<file path="config.mk">
export PLATFORM = sky130hd
export DESIGN_NAME = display_scan_ctrl
export DESIGN_NICKNAME = d
export VERILOG_FILES = /design/src/rtl/display_scan_ctrl_pkg.sv /design/src/rtl/display_scan_ctrl_seg7_decoder.sv /design/src/rtl/display_scan_ctrl.sv
export SDC_FILE = /design/constraint.sdc
export NUM_CORES = 1
export LEC_CHECK = 0
export ABC_AREA = 1
export CELL_PAD_IN_SITES_DETAIL_PLACEMENT = 1
export CELL_PAD_IN_SITES_GLOBAL_PLACEMENT = 1
export CORE_MARGIN = 4
export CORE_UTILIZATION = 41
export CTS_CLUSTER_DIAMETER = 150
export DETAILED_ROUTE_END_ITERATION = 10
export GPL_TIMING_DRIVEN = 1
export MAX_ROUTING_LAYER = met4
export PLACE_DENSITY = 0.88
export SLEW_MARGIN = 20
export SYNTH_ARGS = -nofsm -noshare
export SYNTH_HDL_FRONTEND = slang
export SYNTH_HIERARCHICAL = 1
export SYNTH_SLANG_ARGS = --single-unit
</file>
<file path="constraint.sdc">
create_clock -name i_Clk -period 3 [get_ports i_Clk]
set_input_delay 0.6 -clock i_Clk [delete_from_list [all_inputs] [get_ports i_Clk]]
set_output_delay 0.6 -clock i_Clk [all_outputs]
set_load 0.03 [all_outputs]
</file>
<file path="src/rtl/display_scan_ctrl_pkg.sv">
// Shared types and constants for the four-digit 7-segment scan controller.
package display_scan_ctrl_pkg;

    localparam int unsigned NUM_DIGITS = 4;
    localparam int unsigned NIB_W      = 4;
    localparam int unsigned DATA_W     = NUM_DIGITS * NIB_W;
    localparam int unsigned SEG_W      = 7;
    localparam int unsigned IDX_W      = 2;
    localparam int unsigned GCNT_W     = 4;

    localparam logic [SEG_W-1:0] BLANK_SEG = 7'h7F;

    typedef enum logic [1:0] {
        ST_OFF   = 2'd0,
        ST_SCAN  = 2'd1,
        ST_GUARD = 2'd2
    } scan_state_e;

    // One displayable value: four nibbles plus their decimal points.
    typedef struct packed {
        logic [NUM_DIGITS-1:0]            dp;
        logic [NUM_DIGITS-1:0][NIB_W-1:0] nib;
    } digit_buf_t;

    // Active-low {g..a} glyphs, entry 15 first: F E d C b A 9 8 7 6 5 4 3 2 1 0.
    localparam logic [15:0][SEG_W-1:0] GLYPH_TABLE = {
        7'h0E, 7'h06, 7'h21, 7'h46, 7'h03, 7'h08, 7'h10, 7'h00,
        7'h78, 7'h02, 7'h12, 7'h19, 7'h30, 7'h24, 7'h79, 7'h40
    };

endpackage

</file>
<file path="src/rtl/display_scan_ctrl_seg7_decoder.sv">
// Nibble to active-low 7-segment glyph, with forced blank.
module seg7_decoder
    import display_scan_ctrl_pkg::*;
(
    input  logic [NIB_W-1:0] nibble_i,
    input  logic             blank_i,
    output logic [SEG_W-1:0] seg_o
);

    assign seg_o = blank_i ? BLANK_SEG : GLYPH_TABLE[nibble_i];

endmodule

</file>
<file path="src/rtl/display_scan_ctrl.sv">
// Four-digit multiplexed display scanner: guard dead-time between digits,
// double-buffered value load committed at frame start, leading-zero blanking.
module display_scan_ctrl
    import display_scan_ctrl_pkg::*;
#(
    parameter int unsigned GUARD_CYC = 4
) (
    input  logic                  i_Clk,
    input  logic                  i_Reset,
    input  logic                  i_Tick,
    input  logic                  i_En,
    input  logic                  i_Load,
    input  logic [DATA_W-1:0]     i_Data,
    input  logic [NUM_DIGITS-1:0] i_Dp,
    input  logic                  i_Lz,
    output logic [NUM_DIGITS-1:0] o_Anodo,
    output logic [SEG_W-1:0]      o_Seg,
    output logic                  o_Dp,
    output logic                  o_Pend,
    output logic                  o_Frame
);

    scan_state_e           state_q, state_d;
    logic [IDX_W-1:0]      idx_q, idx_d;
    logic [GCNT_W-1:0]     gcnt_q, gcnt_d;
    digit_buf_t            disp_q, disp_d;
    digit_buf_t            pend_q, pend_d;
    logic                  pend_vld_q, pend_vld_d;
    logic [NUM_DIGITS-1:0] anode_q, anode_d;
    logic [SEG_W-1:0]      seg_q, seg_d;
    logic                  dp_q, dp_d;
    logic                  frame_arm_q, frame_arm_d;
    logic                  frame_q, frame_d;

    logic                  commit_c;
    logic                  lz_run_c;
    logic [NUM_DIGITS-1:0] lz_blank_c;
    logic [SEG_W-1:0]      dec_seg_c;

    // Scan sequencing; commit_c marks the clock that (re)enters digit 0.
    always_comb begin
        state_d  = state_q;
        idx_d    = idx_q;
        gcnt_d   = gcnt_q;
        commit_c = 1'b0;
        if (!i_En) begin
            state_d = ST_OFF;
            idx_d   = '0;
            gcnt_d  = '0;
        end else begin
            case (state_q)
                ST_OFF: begin
                    if (i_Tick) begin
                        state_d  = ST_SCAN;
                        idx_d    = '0;
                        commit_c = 1'b1;
                    end
                end
                ST_SCAN: begin
                    if (i_Tick) begin
                        state_d = ST_GUARD;
                        gcnt_d  = '0;
                    end
                end
                ST_GUARD: begin
                    if (gcnt_q == GCNT_W'(GUARD_CYC - 1)) begin
                        state_d  = ST_SCAN;
                        idx_d    = idx_q + IDX_W'(1);
                        commit_c = (idx_q == IDX_W'(NUM_DIGITS - 1));
                    end else begin
                        gcnt_d = gcnt_q + GCNT_W'(1);
                    end
                end
                default: state_d = ST_OFF;
            endcase
        end
    end

    // Pending/display buffers: commit takes the old pending value even when a
    // load lands on the same clock, so the new load simply stays pending.
    always_comb begin
        disp_d     = disp_q;
        pend_d     = pend_q;
        pend_vld_d = pend_vld_q;
        if (commit_c && pend_vld_q) begin
            disp_d     = pend_q;
            pend_vld_d = 1'b0;
        end
        if (i_Load) begin
            pend_d.dp  = i_Dp;
            pend_d.nib = i_Data;
            pend_vld_d = 1'b1;
        end
    end

    // A digit is blanked when it and every digit above it are zero.
    always_comb begin
        lz_blank_c = '0;
        lz_run_c   = i_Lz;
        for (int d = NUM_DIGITS - 1; d > 0; d--) begin
            lz_run_c      = lz_run_c & (disp_q.nib[d] == '0);
            lz_blank_c[d] = lz_run_c;
        end
    end

    seg7_decoder u_dec (
        .nibble_i (disp_q.nib[idx_q]),
        .blank_i  (lz_blank_c[idx_q]),
        .seg_o    (dec_seg_c)
    );

    // Output drive follows the registered state, so anodes lag state by one clock.
    always_comb begin
        anode_d     = '1;
        seg_d       = BLANK_SEG;
        dp_d        = 1'b1;
        frame_arm_d = commit_c;
        frame_d     = frame_arm_q;
        if (state_q == ST_SCAN) begin
            anode_d = ~(NUM_DIGITS'(1) << idx_q);
            seg_d   = dec_seg_c;
            dp_d    = ~disp_q.dp[idx_q];
        end
    end

    always_ff @(posedge i_Clk or negedge i_Reset) begin
        if (!i_Reset) begin
            state_q     <= ST_OFF;
            idx_q       <= '0;
            gcnt_q      <= '0;
            disp_q      <= '0;
            pend_q      <= '0;
            pend_vld_q  <= 1'b0;
            anode_q     <= '1;
            seg_q       <= BLANK_SEG;
            dp_q        <= 1'b1;
            frame_arm_q <= 1'b0;
            frame_q     <= 1'b0;
        end else begin
            state_q     <= state_d;
            idx_q       <= idx_d;
            gcnt_q      <= gcnt_d;
            disp_q      <= disp_d;
            pend_q      <= pend_d;
            pend_vld_q  <= pend_vld_d;
            anode_q     <= anode_d;
            seg_q       <= seg_d;
            dp_q        <= dp_d;
            frame_arm_q <= frame_arm_d;
            frame_q     <= frame_d;
        end
    end

    assign o_Anodo = anode_q;
    assign o_Seg   = seg_q;
    assign o_Dp    = dp_q;
    assign o_Pend  = pend_vld_q;
    assign o_Frame = frame_q;

endmodule

</file>
Word level (Yosys, flattened, before mapping):

Memory sizes are Yosys's and may differ from the RTL's.
Cells that the tools add are included.

* flip-flop bits (word level): 63
* memories kept: 1
* ROM bits: 112
* logic and storage cells: 79

Memories
* (name not given): depth 16, bits a word 7, read ports 1, clocked after memory_dff 0, wr ports 0, line display_scan_ctrl_seg7_decoder.sv:10 `assign seg_o = blank_i ? BLANK_SEG : GLYPH_TABLE[nibble_i];`

* $add $sub $neg: 2
* equality and inequality tests: 10
* shift operators: 1
* bitwise logic cells: 5
* muxes and demuxes: 30
* reduce and logical (&&, ||, !) cells: 9
* order comparisons: 2

Operators with widths (number)
* 7-bit two-way mux: 3
* 4-bit two-way mux: 5
* 2-bit two-way mux: 7
* 4-bit logical NOT: 3
* 3-bit inequality test, second input constant: 4
* 3-bit AND reduction: 3
* 4-bit binary-select mux with 2-bit select: 1
* 1-bit two-way mux: 8
* 4-bit one-hot mux with 2 select lines: 1
* 3-bit by 1-bit inequality test with 1-bit output, second input constant: 2
* 2-bit one-hot mux with 3 select lines: 1
* 4-bit by 5-bit < comparator with 1-bit output, second input constant: 1
* 4-bit by 1-bit adder with 4-bit output, second input constant: 1
* 1-bit binary-select mux with 2-bit select: 2
* 2-bit == test, second input constant: 2
* 4-bit by 2-bit == test with 1-bit output, second input constant: 1
* 4-bit inverter: 1
* 2-bit one-hot mux with 2 select lines: 1
* 1-bit by 2-bit << shifter with 4-bit output, first input constant: 1
* 1-bit bitwise AND: 3
* 2-bit by 3-bit < comparator with 1-bit output, second input constant: 1
* 2-bit by 1-bit adder with 2-bit output, second input constant: 1
* 2-bit by 1-bit == test with 1-bit output, second input constant: 1
* 2-bit logical NOT: 1
* other kinds (4): 4

Logic depth before layout (Yosys ltp):

Gate-level depths: netlist of run 1.

* word-level depth: 8
* gate-level depth with buffers: 13
* gate-level depth less buffers: 12

By module:

Netlist of run 1, hierarchy kept.

By module, submodules not included
* display_scan_ctrl: cells each 312, times used 1, area each 2728.9 µm², sequential area each 1591.5 µm²
* seg7_decoder: cells each 51, times used 1, area each 292.8 µm², sequential area each 0.0 µm²

Least setup slack after synthesis of run 1:

No wires, ideal clock.

* path kind: reg2reg
* start point: register idx_q[0]
* end point: register seg_q[3] (netlist: o_Seg[3])
* data required time: 2.919 ns
* cell stages (with the launch flop): 13
* arrival: 2.056 ns
* slack: 0.863 ns
* setup time: 0.081 ns
* period minus slack after synthesis: 2.137 ns
* cells stage by stage: dfrtp_1 -> buf_4 -> inv_1 -> buf_4 -> o21ai_0 -> o21ai_0 -> inv_1 -> ha_1 -> nand2_1 -> nand3_1 -> nand3_1 -> inv_1 -> nand2_1

* word-level cells in the longest chain between the ends: 6
* elaborated cells on any way between the ends: 8
* classes of those cells: mux: 7; memory: 1

RTL lines
* start: declaration: line display_scan_ctrl.sv:24 `logic [IDX_W-1:0] idx_q, idx_d;`
* start signal: assignment: line display_scan_ctrl.sv:141 `idx_q <= idx_d;`
* 4-bit binary-select mux with 2-bit select: line display_scan_ctrl.sv:107 `.nibble_i (disp_q.nib[idx_q]),`
* 4-bit two-way mux (implied by the code): line display_scan_ctrl.sv:107
* memory read 16 x 7 bit
* 7-bit two-way mux (implied by the code): line display_scan_ctrl_seg7_decoder.sv:10
* 7-bit two-way mux *: line display_scan_ctrl_seg7_decoder.sv:10
* named net dec_seg_c[3]: line display_scan_ctrl.sv:38 `logic [SEG_W-1:0] dec_seg_c;`
* 7-bit two-way mux *: line display_scan_ctrl.sv:119 `if (state_q == ST_SCAN) begin`
* named net seg_d[3]: line display_scan_ctrl.sv:30 `logic [SEG_W-1:0] seg_q, seg_d;`
* end signal: assignment: line display_scan_ctrl.sv:147 `seg_q <= seg_d;`
* end: declaration: line display_scan_ctrl.sv:30

The timed path passes the listed nets; every way through them passes the cells marked *. The select of a mux whose other input is x is not followed.
A chain may end at the register's enable or synchronous reset.

Final worst setup path of run 1:

* start point: register idx_q[0]
* end point: register seg_q[0] (netlist: o_Seg[0])

Same word-level chain as after synthesis.

==> results of run 1 <==
[synth_stat cells]
cell type  number
o21ai_2         1
clkbuf_1        8
nand3_2         1
inv_1          28
nand4_1        20
inv_2           3
buf_6           3
a21oi_1         5
buf_2           2
buf_4           5
ha_1           12
nor2_1         16
nand2_1       141
o32ai_1         1
nor3_1          1
o22ai_1         3
dfstp_2        12
dfrtp_1        51
nand2_2         1
nand3_1        27
or2_2           1
nor4_1          1
o21ai_1         1
o21ai_0        17
xor2_1          2
[worst max-delay path: stages (launching register included)]
cell	delay [ns]
dfrtp_1	0.57
inv_1	0.31
a21oi_1	0.22
o21ai_0	0.10
o21ai_0	0.10
buf_4	0.17
inv_1	0.10
ha_1	0.22
inv_1	0.11
nand2_1	0.10
nand3_1	0.09
nand3_1	0.08
inv_1	0.06
nand2_1	0.05
[kinds of logic (layout without fill, tap and decap cells)]
logic type	after synthesis	after routing	synth area share
and+or+nand+nor	209	209	0.292
AOI/OAI and AO/OA	28	28	0.0501
DFF	63	63	0.527
xor gates and xnor gates	2	2	0.00580
buffers and inverters	49	95	0.0754
adders and majority gates	12	12	0.0497
[through the flow]
| step | power (mW) | utilization |
|---|---|---|
| after global placement | 1.58 | 0.483 |
| after floorplan | 1.43 | - |
| final | 2.52 | 0.517 |
| after detailed placement | 1.63 | 0.483 |
| after CTS | 2.54 | 0.517 |
| after global routing | 2.68 | 0.517 |
[worst paths after layout]
| check | from | endpoint | slack, ns | depth (start not counted) |
|---|---|---|---|---|
| worst max register to register | idx_q[0]$_DFFE_PN0P_ | o_Seg[0]$_DFF_PN1_ | 0.65 | 13 |
| max in group asynchronous | i_Reset | o_Dp$_DFF_PN1_ | 2.13 | 2 |
| worst min register to register | frame_arm_q$_DFF_PN0_ | o_Frame$_DFF_PN0_ | 0.36 | 0 |
| min in group i_Clk | frame_arm_q$_DFF_PN0_ | o_Frame$_DFF_PN0_ | 0.36 | 0 |
| worst min-delay path | i_Reset | gcnt_q[3]$_DFFE_PN0P_ | 0.18 | 1 |
| worst max-delay path | idx_q[0]$_DFFE_PN0P_ | o_Seg[0]$_DFF_PN1_ | 0.65 | 13 |
[routing by layer]
metal  wire [µm]  track usage  part of all wire
met1        2980        0.202              0.42
met2        3540        0.315              0.50
met3         329       0.0401             0.047
met4         206       0.0951             0.029
met5           0            -                 0
[flip-flops by register name, summed over array words and instances, names as in the netlist]
register / flops
frame_arm_q: 1
o_Anodo: 4
o_Dp: 1
idx_q: 2
o_Pend: 1
disp_q: 20
gcnt_q: 4
state_q: 2
pend_q: 20
o_Frame: 1
o_Seg: 7
[layout make-up]
cell class                      count  area, µm²
Sequential cell                    63       1590
Tap cell                           99        124
Timing Repair Buffer               48        453
Fill cell                         866       3480
Multi-Input combinational cell    251       1200
Clock inverter                      7        121
Inverter                           31        116
Clock buffer                        9        124
[layout by cell type (no fill, tap or decap), types with 2 or more instances in the layout]
master	n
nor2_1	16
nand2_1	141
nand4_1	20
inv_2	3
clkdlybuf4s50_1	38
clkinvlp_4	3
nand3_1	27
dfrtp_1	51
buf_4	9
bufinv_16	3
xor2_1	2
ha_1	12
o21ai_0	17
a21oi_1	5
clkbuf_8	9
inv_1	28
o22ai_1	3
dfstp_2	12
[power breakdown]
| group | leakage [nW] | total, mW | internal (mW) | switching, mW |
|---|---|---|---|---|
| sequential | 0.770 | 1.06 | 0.980 | 0.0777 |
| combinational | 0.950 | 0.558 | 0.213 | 0.345 |
| clock | 0.112 | 0.899 | 0.552 | 0.347 |
==> flow_metrics.env, run 1 <==
export IMPL_status="completed"
export IMPL_setup_tns_ns=0
export IMPL_synth_seq_cells=63
export IMPL_clockBufferDepth=2
export IMPL_cellLeakagePower_nw=1.83
export IMPL_die_h_um=93.8
export IMPL_setup_viol=0
export IMPL_post_dp_hpwl_um=5250
export IMPL_routed_wirelength_um=7060
export IMPL_via_count=2498
export IMPL_grt_total_usage=0.185
export IMPL_antenna_found_initial=0
export IMPL_cp_max_fo=16
export IMPL_dieArea_um2=8810
export IMPL_drt_initial_drc_count=78
export IMPL_netlist_area_leader_share=0.422
export IMPL_synth_area_leader_cell="dfrtp_1"
export IMPL_cts_tree="yes"
export IMPL_fin_crit_ns=2.35
export IMPL_clock_fmax_ghz=0.426
export IMPL_final_cell_count_no_fill=508
export IMPL_criticalPathCategory="flip-flop to flip-flop"
export IMPL_hold_ws_ns=0.184
export IMPL_post_dp_cell_area_um2=3490
export IMPL_synth_distinct_cells=25
export IMPL_max_slew_margin_rel=0.526
export IMPL_remaining_drc_errors=0
export IMPL_gp_congestion=0.797
export IMPL_finalMaxSlewViolations=0
export IMPL_viasPerCell=4.92
export IMPL_wl_per_cell_um=13.9
export IMPL_syn_area_um2=3020
export IMPL_drive_gt1_frac=0.110
export IMPL_worstPathRequired_ns=3.27
export IMPL_htree_levels=3
export IMPL_cap_violations=0
export IMPL_grt_max_degree=25
export IMPL_clkSinkCount=63
export IMPL_worst_skew_pair_late_latency_ns=0.34
export IMPL_ir_drop_mv=0.343
export IMPL_fin_crit_sh=0.783
export IMPL_synth_nets=401
export IMPL_hold_violations=0
export IMPL_final_cell_area_um2=3730
export IMPL_endpoint_kind="flip-flop"
export IMPL_post_place_ws_ns=0.656
export IMPL_drt_antenna_violating_nets=0
export IMPL_nets=442
export IMPL_min_path_type="input pin to async pin"
export IMPL_p_per_area_nw_per_um2=674
export IMPL_startpoint_type="flip-flop"
export IMPL_cts_hold_buf=0
export IMPL_dp_cells=492
export IMPL_ctsResizeCount=0
export IMPL_syn_to_final_growth_pct=23.5
export IMPL_post_cts_buffers=0
export IMPL_fin_ws_ns=0.650
export IMPL_crit_arrival_ns=2.62
export IMPL_port_buffers=39
export IMPL_numCtsBuffers=9
export IMPL_worst_pin_slew_ns=0.710
export IMPL_yosysWarnings=6
export IMPL_grt_overflow=0
export IMPL_ios=40
export IMPL_num_antenna_cells=0
export IMPL_grt_pass1_wl_um=12400
export IMPL_yosysSeqAreaShare=0.527
export IMPL_syn_inst=363
export IMPL_fp_row_count=31
export IMPL_post_synth_cell_area_avg_um2=8.32
export IMPL_rsz0062_at_grt="false"
export IMPL_clock_skew_ns=0.00531
export IMPL_clock_root_buffer="clkbuf_8"
export IMPL_core_area_um2=7210
export IMPL_grt_pass1_vias=2701
export IMPL_start_util=0.419
export IMPL_die_w_um=93.8
export IMPL_firstDrtPassIters=4
export IMPL_clk_pin_slew_ns=0.07
export IMPL_ys_top_cells_by_area="dfrtp_1 42%, nand2_1 18%, dfstp_2 10%, ha_1 5.0%, nand3_1 4.5%"
(Power assumes the default switching activity.)
==> inputs of run 2 (changes only) <==
clock period = 2.4 ns   (was 3 ns; I/O delays follow)
==> flow_metrics.env, run 2 (same netlist as run 1, synthesis figures left out) <==
export IMPL_worst_pin_slew_ns=0.549
export IMPL_crit_arrival_ns=2.32
export IMPL_status="completed"
export IMPL_post_cts_buffers=0
export IMPL_intPower_mw=1.98
export IMPL_grt_pass1_vias=2657
export IMPL_routed_wirelength_um=6640
export IMPL_cap_violations=0
export IMPL_cts_hold_buf=0
export IMPL_drt_initial_drc_count=81
export IMPL_setup_tns_ns=0
export IMPL_power_mw=2.93
export IMPL_endpoint_kind="flip-flop"
export IMPL_critPathTopFamily="flip-flops"
export IMPL_wl_per_cell_um=13.0
export IMPL_critPathMaxStageDelay_ns=0.50
export IMPL_fin_crit_sh=0.842
export IMPL_num_antenna_cells=0
export IMPL_final_cell_mix="141 x nand2_1, 51 x dfrtp_1, 38 x clkdlybuf4s50_1, 28 x inv_1, 27 x nand3_1"
export IMPL_die_h_um=93.8
export IMPL_fin_crit_ns=2.02
export IMPL_via_count=2476
export IMPL_port_buffers=39
export IMPL_gp_congestion=0.803
export IMPL_setup_viol=0
export IMPL_dieArea_um2=8810
export IMPL_hold_violations=0
export IMPL_cts_tree="yes"
export IMPL_pwr_share_seq=0.451
export IMPL_ios=40
export IMPL_switching_share=0.326
export IMPL_startpoint_type="flip-flop"
export IMPL_grt_total_usage=0.180
export IMPL_final_common_cell="nand2_1"
export IMPL_drive_gt1_frac=0.117
export IMPL_grt_pass1_wl_um=12100
export IMPL_cellLeakagePower_nw=1.82
export IMPL_grt_max_degree=25
export IMPL_clockBufferDepth=2
export IMPL_grt_overflow=0
export IMPL_worst_skew_pair_late_latency_ns=0.35
export IMPL_clkSinkCount=63
export IMPL_finalMaxSlewViolations=0
export IMPL_cp_max_fo=12
export IMPL_numCtsBuffers=9
export IMPL_comb_power_share=0.234
export IMPL_fp_row_count=31
export IMPL_viasPerCell=4.85
export IMPL_min_path_type="input pin to async pin"
export IMPL_ir_drop_mv=0.295
export IMPL_fill_cells=897
export IMPL_criticalPathCategory="flip-flop to flip-flop"
export IMPL_die_w_um=93.8
export IMPL_syn_to_final_growth_pct=22.7
export IMPL_clk_pin_slew_ns=0.07
export IMPL_final_util=0.514
export IMPL_cp_cell_sequence="inv_1 -> nor2_1 -> o32ai_1 -> inv_1 -> ha_1 -> nand2_1 -> nand3_1 -> nand3_1 -> inv_1 -> nand2_1"
export IMPL_firstDrtPassIters=4
export IMPL_p_switching_mw=0.954
export IMPL_rsz0062_at_grt="false"
export IMPL_max_slew_margin_rel=0.633
export IMPL_cp_buffers_inverters=3
export IMPL_cp_common_cell="inv_1"
export IMPL_slowest_stage="dfrtp_1"
export IMPL_drt_antenna_violating_nets=0
export IMPL_worstPathRequired_ns=2.70
export IMPL_nets=445
export IMPL_clock_root_buffer="clkbuf_8"
export IMPL_clock_fmax_ghz=0.495
export IMPL_antenna_found_initial=0
export IMPL_start_util=0.419
export IMPL_clockPowerShare=0.315
export IMPL_remaining_drc_errors=0
export IMPL_post_dp_hpwl_um=5070
export IMPL_p_per_area_nw_per_um2=790
export IMPL_ctsResizeCount=0
export IMPL_core_area_um2=7210
export IMPL_clock_skew_ns=0.00668
export IMPL_htree_levels=3
-- run 2: final timing paths --
path | startpoint | endpoint | slack [ns] | depth (start not counted)
max in group asynchronous | i_Reset | o_Dp$_DFF_PN1_ | 1.69 | 2
min | i_Reset | gcnt_q[2]$_DFFE_PN0P_ | 0.04 | 1
max | idx_q[0]$_DFFE_PN0P_ | o_Seg[3]$_DFF_PN1_ | 0.38 | 10
min in group i_Clk | frame_arm_q$_DFF_PN0_ | o_Frame$_DFF_PN0_ | 0.35 | 0
min reg2reg | frame_arm_q$_DFF_PN0_ | o_Frame$_DFF_PN0_ | 0.35 | 0
max reg2reg | idx_q[0]$_DFFE_PN0P_ | o_Seg[3]$_DFF_PN1_ | 0.38 | 10
-- run 2: layout make-up --
| cell class | count | area, µm² | area share |
|---|---|---|---|
| Clock inverter | 7 | 73.8 | 0.0199 |
| Multi-Input combinational cell | 251 | 1200 | 0.324 |
| Sequential cell | 63 | 1590 | 0.429 |
| Tap cell | 99 | 124 | 0.0334 |
| Timing Repair Buffer | 51 | 475 | 0.128 |
| Inverter | 31 | 116 | 0.0314 |
| Clock buffer | 9 | 124 | 0.0334 |
-- run 2: through the flow --
step / worst slack, ns / cell area [µm²] / hold WS, ns / std cells
floorplan: 0.263 / 3020 / 0.184 / 363
global placement: 0.487 / 3510 / 0.333 / 495
detailed placement: 0.374 / 3510 / 0.339 / 495
CTS: 0.357 / 3710 / 0.0432 / 511
global route: 0.121 / 3710 / 0.0388 / 511
finish: 0.378 / 3710 / 0.0372 / 511
-- run 2: layer usage --
| metal | part of all wire | routed length, µm | global-route usage | up-vias |
|---|---|---|---|---|
| met1 | 0.43 | 2870 | 0.207 | 1160 |
| met2 | 0.50 | 3310 | 0.303 | 57 |
| met3 | 0.054 | 357 | 0.0521 | 13 |
| met5 | 0 | 0 | - | - |
| li1 | - | - | - | 1246 |
| met4 | 0.014 | 94 | 0.0578 | 0 |
-- run 2: power groups by stage --
stage	clock network [mW]	registers (mW)	logic, mW
after floorplan	0	1.36	0.419
after global placement	0	1.33	0.664
after detailed placement	0	1.34	0.699
after CTS	0.950	1.32	0.702
after global routing	1.02	1.34	0.799
final	0.924	1.32	0.686
==> inputs of run 3 (changes only) <==
CORE_UTILIZATION = 37   (was 41)
PLACE_DENSITY = 0.85   (was 0.88)
clock period = 1.85 ns   (was 2.4 ns; I/O delays follow)
==> flow_metrics.env, run 3 (same netlist as run 1, synthesis figures left out) <==
export IMPL_cts_hold_buf=0
export IMPL_clockBufferDepth=2
export IMPL_endpoint_kind="flip-flop"
export IMPL_rsz0062_at_grt="true"
export IMPL_min_path_type="input pin to async pin"
export IMPL_core_area_um2=7850
export IMPL_cts_tree="yes"
export IMPL_grt_pass1_wl_um=12100
export IMPL_routed_wirelength_um=6890
export IMPL_final_util=0.481
export IMPL_drive_gt1_frac=0.149
export IMPL_status="completed"
export IMPL_fin_crit_ns=1.74
export IMPL_cp_max_fo=8
export IMPL_max_slew_margin_rel=0.611
export IMPL_setup_tns_ns=0
export IMPL_grt_pass1_vias=2623
export IMPL_ir_drop_mv=0.372
export IMPL_numCtsBuffers=9
export IMPL_die_w_um=98.4
export IMPL_grt_total_usage=0.157
export IMPL_startpoint_type="flip-flop"
export IMPL_cellLeakagePower_nw=1.86
export IMPL_via_count=2497
export IMPL_ios=40
export IMPL_p_per_area_nw_per_um2=997
export IMPL_dieArea_um2=9680
export IMPL_htree_levels=3
export IMPL_viasPerCell=4.81
export IMPL_grt_overflow=0
export IMPL_final_common_cell="nand2_1"
export IMPL_worstPathRequired_ns=2.13
export IMPL_firstDrtPassIters=4
export IMPL_power_mw=3.76
export IMPL_crit_arrival_ns=2.01
export IMPL_fin_crit_sh=0.938
export IMPL_grt_max_degree=24
export IMPL_hold_ws_ns=0.00893
export IMPL_die_h_um=98.4
export IMPL_gp_congestion=0.812
export IMPL_final_cell_mix="141 x nand2_1, 50 x dfrtp_1, 27 x nand3_1, 25 x clkdlybuf4s50_1, 23 x inv_1"
export IMPL_fill_cells=962
export IMPL_post_dp_cell_area_um2=3570
export IMPL_drt_antenna_violating_nets=0
export IMPL_clockPowerShare=0.296
export IMPL_p_switching_mw=1.19
export IMPL_nets=451
export IMPL_port_buffers=39
export IMPL_antenna_found_initial=0
export IMPL_intPower_mw=2.57
export IMPL_pwr_share_seq=0.455
export IMPL_clock_skew_ns=0.00732
export IMPL_clk_pin_slew_ns=0.07
export IMPL_start_util=0.385
export IMPL_clock_fmax_ghz=0.576
export IMPL_wl_per_cell_um=13.3
export IMPL_num_antenna_cells=0
export IMPL_final_cell_area_um2=3770
export IMPL_clkSinkCount=63
export IMPL_worst_pin_slew_ns=0.583
export IMPL_comb_power_share=0.249
export IMPL_clock_root_buffer="clkbuf_8"
export IMPL_setup_viol=0
export IMPL_syn_to_final_growth_pct=24.8
export IMPL_hold_violations=0
export IMPL_worst_skew_pair_late_latency_ns=0.33
export IMPL_r2r_slack_ns=0.11
export IMPL_post_dp_hpwl_um=5260
export IMPL_remaining_drc_errors=0
export IMPL_cap_violations=0
export IMPL_fp_row_count=32
export IMPL_seq_area_um2=1590
export IMPL_multiInputGateArea_um2=1220
export IMPL_criticalPathCategory="flip-flop to flip-flop"
export IMPL_drt_initial_drc_count=76
export IMPL_finalMaxSlewViolations=0
export IMPL_switching_share=0.318
[run 3: metrics by stage]
step	worst slack (ns)	instances
global placement	0.125	501
global route	-0.0476	519
floorplan	0.0368	363
detailed placement	0.0784	501
CTS	0.0383	516
finish	0.114	519
[run 3: final cells by class]
class / instances / share of cell area
inverter: 31 / 0.0325
multi-input combinational: 251 / 0.324
sequential: 63 / 0.422
clock buffer: 10 / 0.0338
clock inverter: 5 / 0.0133
tap: 102 / 0.0338
timing repair buffer: 57 / 0.140
[run 3: worst max-delay path, stage by stage (launching register included)]
cell	delay (ns)
dfrtp_1	0.40
buf_4	0.18
o32ai_2	0.32
buf_4	0.19
ha_1	0.17
nand2_1	0.11
o21ai_1	0.10
nand2_1	0.06
nand3_1	0.06
inv_1	0.04
nand2_1	0.06
[run 3: timing repair]
action | 4_1_cts | 5_1_grt
resized for setup | 12 | 8
hold endpoints to repair | 0 | 0
setup buffers | 0 | 3
endpoints found under the setup margin | 12 | 26
[run 3: worst paths after layout]
check | cells past startpoint | to | from
hold reg to reg | 0 | o_Frame$_DFF_PN0_ | frame_arm_q$_DFF_PN0_
hold / removal | 1 | disp_q[13]$_DFFE_PN0P_ | i_Reset
min in group i_Clk | 0 | o_Frame$_DFF_PN0_ | frame_arm_q$_DFF_PN0_
setup / recovery | 10 | o_Seg[5]$_DFF_PN1_ | idx_q[1]$_DFFE_PN0P_
setup reg to reg | 10 | o_Seg[5]$_DFF_PN1_ | idx_q[1]$_DFFE_PN0P_
max in group asynchronous | 2 | o_Dp$_DFF_PN1_ | i_Reset
[run 3: power by group through the flow]
stage | clock, mW | sequential (mW) | combinational (mW)
after floorplan | 0 | 1.77 | 0.554
after global placement | 0 | 1.73 | 0.881
after global routing | 1.22 | 1.74 | 1.07
after detailed placement | 0 | 1.74 | 0.930
after CTS | 1.15 | 1.71 | 0.914
final | 1.11 | 1.71 | 0.937
[run 3: routing by layer]
metal / wire [µm] / vias to the layer above / global-route usage
met3: 280 / 15 / 0.0243
li1: - / 1259 / -
met2: 3390 / 53 / 0.259
met5: 0 / - / -
met4: 161 / 0 / 0.0756
met1: 3060 / 1170 / 0.187
